[config.mk]
export PLATFORM = sky130hd
export DESIGN_NAME = gp_writeback_arbiter_flat
export DESIGN_NICKNAME = d
export VERILOG_FILES = /design/src/rtl/gp_writeback_arbiter_if.sv /design/src/rtl/gp_writeback_arbiter.sv /design/src/flat_wrapper.sv
export SDC_FILE = /design/constraint.sdc
export NUM_CORES = 1
export LEC_CHECK = 0
export ABC_CLOCK_PERIOD_IN_PS = 3500
export CORE_UTILIZATION = 45
export CTS_CLUSTER_DIAMETER = 200
export DETAILED_ROUTE_END_ITERATION = 10
export PLACE_DENSITY = 0.91
export RECOVER_POWER = 100
export SKIP_CTS_REPAIR_TIMING = 1
export SLEW_MARGIN = 30
export SYNTH_ARGS = -nofsm -noshare
export SYNTH_HDL_FRONTEND = slang
export SYNTH_SLANG_ARGS = --single-unit
export TNS_END_PERCENT = 100
[constraint.sdc]
create_clock -name clk -period 3.5 [get_ports clk]
set_input_delay 0.7 -clock clk [delete_from_list [all_inputs] [get_ports clk]]
set_output_delay 0.7 -clock clk [all_outputs]
set_load 0.02 [all_outputs]
[src/rtl/gp_writeback_arbiter_if.sv]
// Writeback bundle: ALU and load requesters, register-file write port and status.
// The arbiter takes the slave modport; the surrounding pipeline and register file take master.
interface gp_writeback_arbiter_if #(
  parameter int DATA_WIDTH = 16,
  parameter int ADDR_WIDTH = 2
);
  logic                  alu_valid;
  logic [ADDR_WIDTH-1:0] alu_dest;
  logic [DATA_WIDTH-1:0] alu_data;
  logic                  alu_ready;

  logic                  mem_valid;
  logic [ADDR_WIDTH-1:0] mem_dest;
  logic [DATA_WIDTH-1:0] mem_data;
  logic                  mem_ready;

  logic                  rf_write_enable;
  logic [ADDR_WIDTH-1:0] rf_store_at;
  logic [DATA_WIDTH-1:0] rf_write_data;
  logic                  rf_write_done;

  logic                  busy;
  logic                  last_grant;
  logic                  timeout_error;

  modport slave (
    input  alu_valid, alu_dest, alu_data,
    input  mem_valid, mem_dest, mem_data,
    input  rf_write_done,
    output alu_ready, mem_ready,
    output rf_write_enable, rf_store_at, rf_write_data,
    output busy, last_grant, timeout_error
  );

  modport master (
    output alu_valid, alu_dest, alu_data,
    output mem_valid, mem_dest, mem_data,
    output rf_write_done,
    input  alu_ready, mem_ready,
    input  rf_write_enable, rf_store_at, rf_write_data,
    input  busy, last_grant, timeout_error
  );
endinterface

[src/rtl/gp_writeback_arbiter.sv]
// Round-robin ALU/load arbiter for the register-file write port: accept N, strobe N+1, idle again N+3.
// Ready is combinational and only asserted in IDLE, so both requesters stall while a write is in flight.
module gp_writeback_arbiter #(
  parameter int DATA_WIDTH   = 16,
  parameter int ADDR_WIDTH   = 2,
  parameter int DONE_TIMEOUT = 15
) (
  input  logic                  clk,
  input  logic                  reset,
  gp_writeback_arbiter_if.slave bus
);
  localparam int CNT_W = $clog2(DONE_TIMEOUT + 1);

  typedef enum logic [1:0] {
    IDLE      = 2'd0,
    ISSUE     = 2'd1,
    WAIT_DONE = 2'd2
  } state_t;

  typedef struct packed {
    logic [ADDR_WIDTH-1:0] dest;
    logic [DATA_WIDTH-1:0] data;
  } wb_req_t;

  state_t     state;
  wb_req_t    hold_q;
  logic       write_enable_q;
  logic       last_grant_q;
  logic       timeout_q;
  logic [CNT_W-1:0] cnt_q;

  logic grant_alu;
  logic grant_mem;
  logic alu_ready;
  logic mem_ready;

  // On a tie the requester that did not win last time goes first.
  always_comb begin
    grant_alu = 1'b0;
    grant_mem = 1'b0;
    if (bus.alu_valid && bus.mem_valid) begin
      grant_alu = last_grant_q;
      grant_mem = !last_grant_q;
    end else begin
      grant_alu = bus.alu_valid;
      grant_mem = bus.mem_valid;
    end
    alu_ready = !reset && (state == IDLE) && grant_alu;
    mem_ready = !reset && (state == IDLE) && grant_mem;
  end

  always_ff @(posedge clk or posedge reset) begin
    if (reset) begin
      state          <= IDLE;
      hold_q         <= '0;
      write_enable_q <= 1'b0;
      last_grant_q   <= 1'b1;
      timeout_q      <= 1'b0;
      cnt_q          <= '0;
    end else begin
      case (state)
        IDLE: begin
          write_enable_q <= 1'b0;
          if (bus.alu_valid && alu_ready) begin
            hold_q         <= '{dest: bus.alu_dest, data: bus.alu_data};
            last_grant_q   <= 1'b0;
            write_enable_q <= 1'b1;
            state          <= ISSUE;
          end else if (bus.mem_valid && mem_ready) begin
            hold_q         <= '{dest: bus.mem_dest, data: bus.mem_data};
            last_grant_q   <= 1'b1;
            write_enable_q <= 1'b1;
            state          <= ISSUE;
          end
        end
        ISSUE: begin
          write_enable_q <= 1'b0;
          cnt_q          <= '0;
          state          <= WAIT_DONE;
        end
        WAIT_DONE: begin
          cnt_q <= cnt_q + CNT_W'(1);
          if (bus.rf_write_done) begin
            state <= IDLE;
          end else if (cnt_q == CNT_W'(DONE_TIMEOUT - 1)) begin
            // The acknowledge is lost; give up on this write so the port does not deadlock.
            timeout_q <= 1'b1;
            state     <= IDLE;
          end
        end
        default: begin
          write_enable_q <= 1'b0;
          state          <= IDLE;
        end
      endcase
    end
  end

  assign bus.alu_ready       = alu_ready;
  assign bus.mem_ready       = mem_ready;
  assign bus.rf_write_enable = write_enable_q;
  assign bus.rf_store_at     = hold_q.dest;
  assign bus.rf_write_data   = hold_q.data;
  assign bus.busy            = (state != IDLE);
  assign bus.last_grant      = last_grant_q;
  assign bus.timeout_error   = timeout_q;
endmodule
[src/flat_wrapper.sv]
// flat-port wrapper written by rule: the top's interface ports become plain ports
module gp_writeback_arbiter_flat 
#(
  parameter int DATA_WIDTH   = 16,
  parameter int ADDR_WIDTH   = 2,
  parameter int DONE_TIMEOUT = 15
)
  (clk, reset, bus_alu_valid, bus_alu_dest, bus_alu_data, bus_mem_valid, bus_mem_dest, bus_mem_data, bus_rf_write_done, bus_alu_ready, bus_mem_ready, bus_rf_write_enable, bus_rf_store_at, bus_rf_write_data, bus_busy, bus_last_grant, bus_timeout_error);
  gp_writeback_arbiter_if #(.DATA_WIDTH(DATA_WIDTH), .ADDR_WIDTH(ADDR_WIDTH)) bus_i ();
  input  logic clk;
  input  logic reset;
  input wire logic [$bits(bus_i.alu_valid)-1:0] bus_alu_valid;
  input wire logic [$bits(bus_i.alu_dest)-1:0] bus_alu_dest;
  input wire logic [$bits(bus_i.alu_data)-1:0] bus_alu_data;
  input wire logic [$bits(bus_i.mem_valid)-1:0] bus_mem_valid;
  input wire logic [$bits(bus_i.mem_dest)-1:0] bus_mem_dest;
  input wire logic [$bits(bus_i.mem_data)-1:0] bus_mem_data;
  input wire logic [$bits(bus_i.rf_write_done)-1:0] bus_rf_write_done;
  output wire logic [$bits(bus_i.alu_ready)-1:0] bus_alu_ready;
  output wire logic [$bits(bus_i.mem_ready)-1:0] bus_mem_ready;
  output wire logic [$bits(bus_i.rf_write_enable)-1:0] bus_rf_write_enable;
  output wire logic [$bits(bus_i.rf_store_at)-1:0] bus_rf_store_at;
  output wire logic [$bits(bus_i.rf_write_data)-1:0] bus_rf_write_data;
  output wire logic [$bits(bus_i.busy)-1:0] bus_busy;
  output wire logic [$bits(bus_i.last_grant)-1:0] bus_last_grant;
  output wire logic [$bits(bus_i.timeout_error)-1:0] bus_timeout_error;
  assign bus_i.alu_valid = bus_alu_valid;
  assign bus_i.alu_dest = bus_alu_dest;
  assign bus_i.alu_data = bus_alu_data;
  assign bus_i.mem_valid = bus_mem_valid;
  assign bus_i.mem_dest = bus_mem_dest;
  assign bus_i.mem_data = bus_mem_data;
  assign bus_i.rf_write_done = bus_rf_write_done;
  assign bus_alu_ready = bus_i.alu_ready;
  assign bus_mem_ready = bus_i.mem_ready;
  assign bus_rf_write_enable = bus_i.rf_write_enable;
  assign bus_rf_store_at = bus_i.rf_store_at;
  assign bus_rf_write_data = bus_i.rf_write_data;
  assign bus_busy = bus_i.busy;
  assign bus_last_grant = bus_i.last_grant;
  assign bus_timeout_error = bus_i.timeout_error;
  gp_writeback_arbiter #(.DATA_WIDTH(DATA_WIDTH), .ADDR_WIDTH(ADDR_WIDTH), .DONE_TIMEOUT(DONE_TIMEOUT)) u_core (.clk(clk), .reset(reset), .bus(bus_i));
endmodule
Word-level counts from Yosys, hierarchy flattened

Cells that the tools add are included.

Output and inout bits: 24
Bits in latches: 0
Bits in registers: 27
Memories kept: 0
Memory bits (read-only): 0
Memory bits (writable): 0
Logic and storage cells: 44
Bits of input ports: 41

Equal/unequal tests: 5
$mul: 0
Divide/modulo/power cells: 0
Shift-type cells: 0
$add $sub $neg: 1
Magnitude comparators: 0
Bitwise operators: 1
Multiplexer cells: 15
Reductions and logical operators: 15

Operators by type and width:

| cell                  | number |
|---|---|
| $mux W18              | 2 |
| $mux W2               | 4 |
| $pmux W4 S2           | 1 |
| $logic_and A1 B1 Y1   | 6 |
| $mux W1               | 6 |
| $pmux W2 S3           | 1 |
| $reduce_bool A2 Y1    | 3 |
| $add A4 B1 Y4 const B | 1 |
| $eq A4 B4 Y1 const B  | 1 |
| $reduce_and A2 Y1     | 2 |
| $ne A3 B2 Y1 const B  | 1 |
| $ne A3 B3 Y1 const B  | 1 |
| $reduce_and A3 Y1     | 1 |
| $eq A2 B1 Y1 const B  | 1 |
| $eq A2 B2 Y1 const B  | 1 |
| $logic_not A1 Y1      | 2 |
| $logic_not A2 Y1      | 1 |
| $pmux W1 S2           | 1 |
| $not A1 Y1            | 1 |

Depth between registers and ports, before layout

Word-level depth: 7
Mapped depth: 9

Worst setup path after synthesis

Ideal clock, no wire load.

Path type: input -> output
Start: in reset
End: out bus_mem_ready
Stages on the path: 4
Arrival: 1301 ps
Required time: 2800 ps
Path slack: 1499 ps
Cell sequence: nor2b_4 buf_6 nand2_1 a21oi_1

Word-level cells in the longest chain between the ends: 3

RTL lines:

| element                           | line                       | text |
|---|---|---|
| from (decl)                       | flat_wrapper.sv:11         | `input logic reset;` |
| $logic_not A1 Y1                  | gp_writeback_arbiter.sv:49 | `mem_ready = !reset && (state == IDLE) && grant_mem;` |
| $logic_and A1 B1 Y1 (2 in series) | gp_writeback_arbiter.sv:49 |  |
| to (decl)                         | flat_wrapper.sv:20         | `output wire logic [$bits(bus_i.mem_ready)-1:0] bus_mem_ready;` |

Every way passes these cells.

Final worst setup path

Start: in reset
End: out bus_alu_ready

Word-level cells in the longest chain between the ends: 3

RTL lines:

| element                           | line                       | text |
|---|---|---|
| $logic_not A1 Y1                  | gp_writeback_arbiter.sv:48 | `alu_ready = !reset && (state == IDLE) && grant_alu;` |
| $logic_and A1 B1 Y1 (2 in series) | gp_writeback_arbiter.sv:48 |  |
| to (decl)                         | flat_wrapper.sv:19         | `output wire logic [$bits(bus_i.alu_ready)-1:0] bus_alu_ready;` |

Every way passes these cells.

==> impl_metrics.tcl <==
set metrics [dict create \
    yosysTopAreaCellShare_pct 44.4 \
    syn_inst 150 \
    synthMuxAreaShare_pct 2.05 \
    synth_compound_area_share_pct 23.7 \
    irDropWorstVdd_mv 0.440 \
    wl_met1_mm 1.38 \
    tns_ns 0 \
    cts_tree "done" \
    synthArstFlopShare_pct 100 \
    finalHoldViolCount 0 \
    end_kind "primary output" \
    critPathKind "input pin to primary output" \
    synthTopCellsByCount "dfrtp_1 (26), a21oi_1 (21), nand2_1 (21)" \
    drt-pass1-iter-count 4 \
    gp_congestion 0.702 \
    drt-wirelength-per-cell_um 12.7 \
    clock.fmax_ghz 0.317 \
    num_antenna_cells 0 \
    cp_slowest_cell "dlygate4sd3_1" \
    min_to "u_core.bus.timeout_error" \
    p_per_area_nw_per_um2 712 \
    antenna_found_initial 0 \
    final_antenna_net_count 0 \
    drive_gt1_share_pct 8.88 \
    p_leak_uw 0.000893 \
    reg2regPathDepth 6 \
    pre_cts_ws_ns 0.439 \
    critPathTopFamily "buffers and inverters" \
    whs_ns 0.472 \
    dp_hpwl_mm 2.45 \
    ys_warn_count 0 \
    die_w_um 59.1 \
    wl_met3_um 178 \
    place_inst 254 \
    crit_required_ns 2.80 \
    ys_top_cells_by_area "dfrtp_1 (44%), a21oi_2 (11%), a21oi_1 (7.2%)" \
    synth_area_um2 1470 \
    yosys_register_bits 27 \
    finalPower_uw 1480 \
    reg2reg_setup_slack_ns 1.18 \
    io_buffers 64 \
    initial_utilization_pct 47.6 \
    io_pins 65 \
    rsz0062_at_grt "false" \
    syn_to_final_growth_pct 41.7 \
    setup_viol 0 \
    finalCriticalPeriod_ns 3.15 \
    hp-class "register to register" \
    yosys.area.top_type "dfrtp_1" \
    die_y_um 59.1 \
    synth-main-ff-cell "dfrtp_1" \
    syn_nets 197 \
    routed-wl-met2_mm 1.70 \
    cts.htree.levels 1 \
    slew_headroom_pct 33.4 \
    layout.cells.non_filler 258 \
    drt_iter0_markers 49 \
    synth_edf_count 0 \
    status "finished clean" \
    critPathLaunchType "input pin" \
    die_area_um2 3490 \
    grt_pass1_vias 1193 \
    crit_chain "dlygate4sd3_1 > nor2b_4 > nand3_4 > inv_6 > dlygate4sd3_1" \
    ctsLongestPathBuffers 2 \
    ys_types 30 \
    avgSynthCellArea_um2 9.77 \
    vias 1274 \
    highest_layer "met4" \
    grt_pass1_wl_mm 5.14 \
    fill_cells 284 \
    min_delay_path_depth 2 \
    r2r_start "u_core.state[1]" \
    synthAdderAreaFrac_pct 5.12 \
    path_clk_slew_ns 0.15 \
    drcViolationCount 0 \
    viasPerCell 4.94 \
    synth-xor-area-share_pct 0 \
    clock_sinks 27 \
    grt_use_total_pct 19.7 \
    synth-seq-area-share_pct 46.2 \
    synth_top_family_by_area "compound AO/OA/AOI/OAI gates" \
    slowest_delay_ns 0.69 \
    cts_inserted_buffers 3 \
    setup_ws_ns 0.347 \
    synth.most_common_cell "dfrtp_1" \
    worstMarginPinSlew_ns 0.998 \
    placementRows 20 \
    grt_max_degree 28 \
    crit_arrival_ns 2.45 \
    overflow 0 \
    skew_ns 0.00727 \
    drv_cap 0 \
    cp_num_buf_inv 3 \
    fin_nets 262 \
    r2r-end "u_core.state[1]" \
    fin_crit_sh_pct 90.1 \
    wirelength_mm 3.26 \
    fp.coreArea_um2 3080 \
    critPathMaxFanout 19 \
    maxSlewViolCount 0 \
    hold_path.startpoint "u_core.bus.timeout_error" \
    clkLatencyLatePin_ns 0.32 \
    cts_root_buf "clkbuf_4" \
    cp_common_cell "dlygate4sd3_1" \
    yosys.area_share.simple_pct 15.5 \
]
==> per-layer routing <==
layer  vias to the layer above  track usage (%)
li1                        632                -
met1                       594             23.3
met2                        46             36.0
met3                         2             4.15
met4                         0             5.44
met5                         -                0
==> layout by cell type, fill, tap and decap left out, types with 2 or more instances in the layout <==
cell type,count
mux2_4,2
o21ai_0,6
nor2_1,18
ha_1,6
nand3_1,4
a21oi_2,9
clkdlybuf4s50_1,39
nand3b_1,2
inv_1,9
clkbuf_4,3
dfrtp_1,26
a21oi_1,30
nand2_1,21
dlygate4sd3_1,25
clkbuf_1,2
==> registers in the layout (all words and copies together), names as in the netlist <==
name                        flops
u_core.cnt_q                    4
u_core.state                    2
u_core.bus.rf_write_enable      1
u_core.bus.timeout_error        1
u_core.bus.rf_write_data       16
u_core.bus.last_grant           1
u_core.bus.rf_store_at          2
==> logic make-up (layout without fill, tap and decap cells) <==
family          after synthesis  after routing
flops                        27             27
fa+ha+maj                     6              6
compound gates               50             50
simple gates                 49             49
mux                           2              2
buf+inv                      16             80
==> power breakdown <==
| part | switching, µW | internal (µW) | total, µW |
|---|---|---|---|
| logic | 456 | 372 | 828 |
| clock network | 89.0 | 44.5 | 134 |
| registers | 71.6 | 445 | 517 |
==> worst max path at each step <==
| stage | start | to | slack [ns] | depth (start not counted) |
|---|---|---|---|---|
| after CTS | reset | bus_alu_ready | 0.44 | 5 |
| final | reset | bus_alu_ready | 0.35 | 5 |
| after global placement | reset | bus_alu_ready | 0.47 | 5 |
| after detailed placement | reset | bus_alu_ready | 0.44 | 5 |
| after global routing | reset | bus_alu_ready | 0.28 | 5 |
| after floorplan | reset | bus_mem_ready | 1.50 | 4 |
==> stage by stage <==
stage,util [%],area (µm²)
6_report,67.4,2080
5_1_grt,67.4,2080
4_1_cts,69.4,2140
3_5_place_dp,68.5,2110
3_3_place_gp,68.5,2110
2_1_floorplan,-,1470
==> worst register-to-register path, delay by kind of cell, from the launching register on <==
| kind | cells | cell delay, ns |
|---|---|---|
| compound gates | 2 | 0.92 |
| fa+ha+maj | 1 | 0.17 |
| buf+inv | 1 | 0.11 |
| flops | 1 | 0.43 |
| mux | 1 | 0.36 |
| simple gates | 1 | 0.22 |
==> area by class of cell <==
cell class                      instances  area, µm²  area share [%]
Inverter                               10       42.5            2.05
Timing Repair Buffer                   66        652            31.4
Sequential cell                        27        677            32.6
Tap cell                               44       55.1            2.65
Clock buffer                            4       26.3            1.27
Multi-Input combinational cell        107        623            30.0
Power figures use the tool's default switching activity.
